**src/rtl/data_sync_pkg.sv**
```systemverilog
// Shared constants and helpers for the multi-channel bus synchroniser.
package data_sync_pkg;

  localparam int unsigned EDGE_RISE = 0;
  localparam int unsigned EDGE_FALL = 1;
  localparam int unsigned EDGE_BOTH = 2;

  localparam int unsigned OVR_CNT_W = 8;

  // LSB position of channel ch inside a flattened per-channel bus of width w.
  function automatic int unsigned ch_lsb(input int unsigned ch, input int unsigned w);
    return ch * w;
  endfunction

endpackage

```
**src/rtl/data_sync_ch.sv**
```systemverilog
// One channel: enable synchroniser, edge detect, capture register, valid/ready
// handshake and sticky overrun. Optional saturating counter under DATA_SYNC_OVR_CNT_EN.
module data_sync_ch
  import data_sync_pkg::*;
#(
  parameter int unsigned NUM_STAGES = 2,
  parameter int unsigned BUS_WIDTH  = 8,
  parameter int unsigned EDGE_MODE  = EDGE_RISE
) (
  input  logic                 CLK,
  input  logic                 RST,
  input  logic [BUS_WIDTH-1:0] unsync_bus,
  input  logic                 bus_enable,
  input  logic                 sync_ready,
  input  logic                 ovr_clr,
  output logic [BUS_WIDTH-1:0] sync_bus,
  output logic                 sync_valid,
  output logic                 enable_pulse,
  output logic                 overrun
`ifdef DATA_SYNC_OVR_CNT_EN
  ,
  output logic [OVR_CNT_W-1:0] ovr_count
`endif
);

  logic [NUM_STAGES-1:0] sync_q, sync_d;
  logic                  prev_q, prev_d;
  logic [BUS_WIDTH-1:0]  bus_q, bus_d;
  logic                  valid_q, valid_d;
  logic                  ovr_q, ovr_d;
  logic                  rise, fall, edge_det, ovr_event;

  always_comb begin
    sync_d    = {sync_q[NUM_STAGES-2:0], bus_enable};
    prev_d    = sync_q[NUM_STAGES-1];
    rise      = sync_q[NUM_STAGES-1] & ~prev_q;
    fall      = ~sync_q[NUM_STAGES-1] & prev_q;
    if (EDGE_MODE == EDGE_BOTH)      edge_det = rise ^ fall;
    else if (EDGE_MODE == EDGE_FALL) edge_det = fall;
    else                             edge_det = rise;
    // A capture that lands on a stalled valid word overwrites it and flags overrun.
    ovr_event = edge_det & valid_q & ~sync_ready;
    bus_d     = edge_det ? unsync_bus : bus_q;
    valid_d   = edge_det | (valid_q & ~sync_ready);
    ovr_d     = ovr_event | (ovr_q & ~ovr_clr);
  end

  always_ff @(posedge CLK or negedge RST) begin
    if (!RST) begin
      sync_q  <= '0;
      prev_q  <= 1'b0;
      bus_q   <= '0;
      valid_q <= 1'b0;
      ovr_q   <= 1'b0;
    end else begin
      sync_q  <= sync_d;
      prev_q  <= prev_d;
      bus_q   <= bus_d;
      valid_q <= valid_d;
      ovr_q   <= ovr_d;
    end
  end

  assign sync_bus     = bus_q;
  assign sync_valid   = valid_q;
  assign enable_pulse = edge_det;
  assign overrun      = ovr_q;

`ifdef DATA_SYNC_OVR_CNT_EN
  logic [OVR_CNT_W-1:0] cnt_q, cnt_d;

  always_comb begin
    if (ovr_clr)                       cnt_d = {{(OVR_CNT_W-1){1'b0}}, ovr_event};
    else if (ovr_event && cnt_q != '1) cnt_d = cnt_q + 1'b1;
    else                               cnt_d = cnt_q;
  end

  always_ff @(posedge CLK or negedge RST) begin
    if (!RST) cnt_q <= '0;
    else      cnt_q <= cnt_d;
  end

  assign ovr_count = cnt_q;
`endif

endmodule

```
**src/rtl/data_sync_mc.sv**
```systemverilog
// Multi-channel bus synchroniser top: NUM_CH independent data_sync_ch instances.
// Optional per-channel overrun counters are built when DATA_SYNC_OVR_CNT_EN is defined.
module data_sync_mc
  import data_sync_pkg::*;
#(
  parameter int unsigned NUM_STAGES = 2,
  parameter int unsigned BUS_WIDTH  = 8,
  parameter int unsigned NUM_CH     = 2,
  parameter int unsigned EDGE_MODE  = EDGE_RISE
) (
  input  logic                        CLK,
  input  logic                        RST,
  input  logic [NUM_CH*BUS_WIDTH-1:0] unsync_bus,
  input  logic [NUM_CH-1:0]           bus_enable,
  input  logic [NUM_CH-1:0]           sync_ready,
  input  logic [NUM_CH-1:0]           ovr_clr,
  output logic [NUM_CH*BUS_WIDTH-1:0] sync_bus,
  output logic [NUM_CH-1:0]           sync_valid,
  output logic [NUM_CH-1:0]           enable_pulse,
  output logic [NUM_CH-1:0]           overrun
`ifdef DATA_SYNC_OVR_CNT_EN
  ,
  output logic [NUM_CH*OVR_CNT_W-1:0] ovr_count
`endif
);

  for (genvar g = 0; g < NUM_CH; g++) begin : g_ch
    data_sync_ch #(
      .NUM_STAGES(NUM_STAGES),
      .BUS_WIDTH (BUS_WIDTH),
      .EDGE_MODE (EDGE_MODE)
    ) u_ch (
      .CLK         (CLK),
      .RST         (RST),
      .unsync_bus  (unsync_bus[ch_lsb(g, BUS_WIDTH) +: BUS_WIDTH]),
      .bus_enable  (bus_enable[g]),
      .sync_ready  (sync_ready[g]),
      .ovr_clr     (ovr_clr[g]),
      .sync_bus    (sync_bus[ch_lsb(g, BUS_WIDTH) +: BUS_WIDTH]),
      .sync_valid  (sync_valid[g]),
      .enable_pulse(enable_pulse[g]),
      .overrun     (overrun[g])
`ifdef DATA_SYNC_OVR_CNT_EN
      ,
      .ovr_count   (ovr_count[ch_lsb(g, OVR_CNT_W) +: OVR_CNT_W])
`endif
    );
  end

endmodule

```
**config.mk**
```make
export PLATFORM = sky130hd
export DESIGN_NAME = data_sync_mc
export DESIGN_NICKNAME = d
export VERILOG_FILES = /design/src/rtl/data_sync_pkg.sv /design/src/rtl/data_sync_ch.sv /design/src/rtl/data_sync_mc.sv
export SDC_FILE = /design/constraint.sdc
export NUM_CORES = 1
export LEC_CHECK = 0
export CORE_MARGIN = 4
export CORE_UTILIZATION = 39
export CTS_CLUSTER_SIZE = 12
export DETAILED_ROUTE_END_ITERATION = 7
export GPL_ROUTABILITY_DRIVEN = 0
export PLACE_DENSITY = 0.89
export SLEW_MARGIN = 20
export SYNTH_ARGS = -nofsm -noshare
export SYNTH_HDL_FRONTEND = slang
export SYNTH_HIERARCHICAL = 1
export SYNTH_SLANG_ARGS = --single-unit
```
**constraint.sdc**
```tcl
create_clock -name CLK -period 1.4 [get_ports CLK]
set_input_delay 0.28 -clock CLK [delete_from_list [all_inputs] [get_ports CLK]]
set_output_delay 0.28 -clock CLK [all_outputs]
set_load 0.05 [all_outputs]
```
# After elaboration in Yosys (flattened, before gate mapping)
# Index checks and enable logic that the tools add are counted.
dict set report word_totals {
  ff_bits 26
  output_inout_bits 22
  wordCells 30
}
dict set report op_classes {
  bitwise 20
}
# op count
set op_table {}
lappend op_table {{bitwise AND 1 bit} 10}
lappend op_table {{inverter 1 bit} 6}
lappend op_table {{bitwise OR 1 bit} 4}

# Logic depth before layout (Yosys ltp)
dict set report logic_depth {
  ltp_word 5
  mapped_depth 3
  ltp_nobuf 3
}

# By module
# The synthesis kept the hierarchy.
# module n_inst cells_each area_per_inst_um2 seq_area_each_um2
set modules_own_cells {}
lappend modules_own_cells {data_sync_ch 2 27 488.0 325.3}

# Worst setup path after synthesis
# OpenSTA, ideal clock, no wires.
dict set report synth_timing {
  path_type {register -> register}
  from {register g_ch[0].u_ch.prev_q}
  to {register g_ch[0].u_ch.bus_q[0]}
  setup_time_ps 125
  arrival_time_ps 966
  required_ps 1275
  path_slack_ps 309
  path_stages_with_launch 4
  n_path_buf 0
  path_cell_list {dfrtp_1 > nand2b_4 > inv_6 > mux2_4}
}
dict set report synth_via {
  elab_chain_cells 2
}
# item line_no
set synth_rtl {}
lappend synth_rtl {{start, declared} data_sync_ch.sv:27} ;# logic prev_q, prev_d;
lappend synth_rtl {{start signal, assigned} data_sync_ch.sv:57} ;# prev_q <= prev_d;
lappend synth_rtl {{inverter 1 bit} data_sync_ch.sv:36} ;# rise = sync_q[NUM_STAGES-1] & ~prev_q;
lappend synth_rtl {{bitwise AND 1 bit} data_sync_ch.sv:36}
lappend synth_rtl {{named net enable_pulse[0]} data_sync_mc.sv:19} ;# output logic [NUM_CH-1:0] enable_pulse,
lappend synth_rtl {{end signal, assigned} data_sync_ch.sv:58} ;# bus_q <= bus_d;
lappend synth_rtl {{end, declared} data_sync_ch.sv:28} ;# logic [BUS_WIDTH-1:0] bus_q, bus_d;
# The timed path passes the listed nets, and every way through them passes these cells.
# A chain may end at the register's enable or synchronous reset.

# Worst setup path in the final report
dict set report layout_timing {
  from {register g_ch[1].u_ch.prev_q}
  to {output port enable_pulse[1]}
}
dict set report layout_via {
  elab_chain_cells 2
}
# item line_no
set layout_rtl {}
lappend layout_rtl {{start, declared} data_sync_ch.sv:27}
lappend layout_rtl {{start signal, assigned} data_sync_ch.sv:57}
lappend layout_rtl {{inverter 1 bit} data_sync_ch.sv:36}
lappend layout_rtl {{bitwise AND 1 bit} data_sync_ch.sv:36}
lappend layout_rtl {{end, declared} data_sync_mc.sv:19}
# No other way between the ends.

==> flow_summary.json <==
{
  "grt-ovfl-total": 0,
  "crit_type": "flop to output pin",
  "p_leak_nw": 0.818,
  "antenna_cells": 0,
  "antenna_found_initial": 0,
  "startpoint": "g_ch[1].u_ch/prev_q",
  "die_w_um": 58.0,
  "maxCapViolCount": 0,
  "rows": 17,
  "yosysTopAreaCellShare": 0.667,
  "cp_max_fo": 2,
  "synth_fp_nets": 78,
  "cp.arrival_ps": 1050,
  "die_y_um": 58.0,
  "ys_seq_area_frac": 0.667,
  "clkSlewWorstSetupHoldPaths_ps": 140,
  "clockBufferDepth": 2,
  "rr_startpoint": "g_ch[0].u_ch/prev_q",
  "place_inst": 128,
  "post-route-period-util": 0.952,
  "worst_slew_pin_slew_ps": 321,
  "period_needed_ps": 1330,
  "io_pins": 46,
  "slowest_delay_ps": 390,
  "netlist_area_um2": 976,
  "syn2layout_area_growth_pct": 81.3,
  "cts_num_sinks": 26,
  "worstPathCellList": "nand2b_4 -> inv_8 -> buf_12",
  "hpwlAfterDp_mm": 1.65,
  "rsz0062_at_grt": "no",
  "ff2ff_setup_slack_ps": 180,
  "cp_slowest_cell": "dfrtp_1",
  "clk_latency_ps": 320,
  "grt_max_degree": 27,
  "cts_tree": "yes",
  "outcome": "complete, no violations",
  "grt_pass1_wl_mm": 3.62,
  "htreeDepth": 1,
  "netlist_instances": 54,
  "nNetsFinal": 132,
  "initial_core_util": 0.425,
  "end_kind": "output pin",
  "crit_end": "enable_pulse[1]",
  "grt_pass1_vias": 707,
  "slew_headroom": 0.786,
  "peakVddDrop_mv": 0.839,
  "fin_setup_tns_ps": 0,
  "numCtsBuffers": 3,
  "drtPass1Iterations": 3,
  "hp-class": "input port to async pin",
  "drt_first_iter_violations": 1,
  "ant_nets": 0,
  "drv_slew": 0,
  "die_area_mm2": 0.00337,
  "avgSynthCellArea_um2": 18.1,
  "design_power_total_w": 0.00229,
  "fmax_mhz": 751,
  "setup_viol_count_final": 0,
  "synthTopCellsByArea": "dfrtp_1 67%, mux2_4 25%, nand2b_4 2.8%",
  "yosysTopAreaCell": "dfrtp_1",
  "final.fill_count": 132,
  "layout-drive-gt1-share": 0.467,
  "worstPathRequired_ps": 1120,
  "via_count": 623,
  "synth_warnings": 6,
  "coreArea_mm2": 0.00230,
  "gr-usage-all-layers": 0.144,
  "fin_cells": 135,
  "portBuffers": 45,
  "finalHoldViolations": 0,
  "cp-start-kind": "flop",
  "clock-root-buffer": "clkbuf_4",
  "ys_seq_elements": 26,
  "postRouteWirelength_mm": 2.13,
  "r2r_cells": 4,
  "synth_cell_types": 8,
  "via_per_inst": 4.61,
  "clock_skew_ps": 10.5,
  "r2r_end": "g_ch[0].u_ch/sync_bus[4]",
  "drc": 0,
  "post_drt_wl_per_cell_um": 15.7,
  "power.density_mw_per_mm2": 1300
}
[layer usage]
metal  track usage  vias to the layer above  wire [um]
li1              -                      288          -
met1         0.167                      313        783
met2         0.248                       18       1210
met3        0.0312                        4         93
met4        0.0695                        0         41
met5             0                        -          0
[synthesized netlist by cell type]
cell and n:
mux2_4 16, dfrtp_1 26, nand2b_4 2, nand2_1 2, inv_6 2, nand2b_1 2
o22ai_1 2, inv_1 2
[critical path: cells and delay by family, from the launching register on]
kind          cells  cell delay, ps
buf+inv           2             180
simple gates      1             160
flops             1             390
[worst min-delay path by stage]
stage | depth (start not counted) | from | to
floorplan | 0 | RST | g_ch[0].u_ch/overrun
global placement | 0 | g_ch[0].u_ch/sync_q[0] | g_ch[0].u_ch/sync_q[1]
detailed placement | 0 | g_ch[0].u_ch/sync_q[0] | g_ch[0].u_ch/sync_q[1]
CTS | 2 | RST | g_ch[1].u_ch/sync_bus[0]
global route | 2 | RST | g_ch[1].u_ch/sync_bus[0]
finish | 2 | RST | g_ch[1].u_ch/sync_bus[0]
[layout make-up]
class,count,area (um^2),share of cell area
clock inverters,1,30.0,0.0170
multi-input cells,24,300,0.170
flip-flops and latches,26,651,0.368
repair buffers,49,701,0.396
clock buffers,3,22.5,0.0127
inverters,4,30.0,0.0170
well taps,28,35.0,0.0198
[state kept, by name, summed over array words and instances (netlist names)]
| name | flops |
|---|---|
| g_ch.u_ch/prev_q | 2 |
| g_ch.u_ch/sync_valid | 2 |
| g_ch.u_ch/overrun | 2 |
| g_ch.u_ch/sync_q | 4 |
| g_ch.u_ch/sync_bus | 16 |
[report_power, final]
group / switching (W) / leakage (nW) / internal [W]
Clock: 0.000214 / 0.0279 / 0.000289
Sequential: 0.0000922 / 0.309 / 0.000836
Combinational: 0.000394 / 0.481 / 0.000469
[cells by family after synthesis]
group / Yosys count / synth area share
compound gates: 2 / 0.0128
buf+inv: 4 / 0.0256
flops: 26 / 0.667
mux: 16 / 0.246
simple gates: 6 / 0.0487
[layout by cell type (no fill, tap or decap)]
cell	n
buf_12	22
nand2b_1	2
inv_1	2
buf_4	4
nand2_1	2
dfrtp_1	26
o22ai_1	2
inv_8	2
clkdlybuf4s50_1	23
clkbuf_4	3
mux2_4	16
bufinv_16	1
nand2b_4	2
[per-stage QoR]
stage	setup slack, ps	util	hold slack [ps]	cell area (um^2)
final	67.8	0.770	308	1770
after detailed placement	312	0.735	335	1690
after global placement	337	0.735	334	1690
after global routing	5.65	0.770	326	1770
after CTS	46.4	0.767	310	1760
after floorplan	309	-	-15.6	976
[timing repair]
action,CTS,global route
setup buffers,2,1
hold buffers,0,0
endpoints found under the setup margin,2,1
resized for setup,2,0
Power figures use the tool's default switching activity.
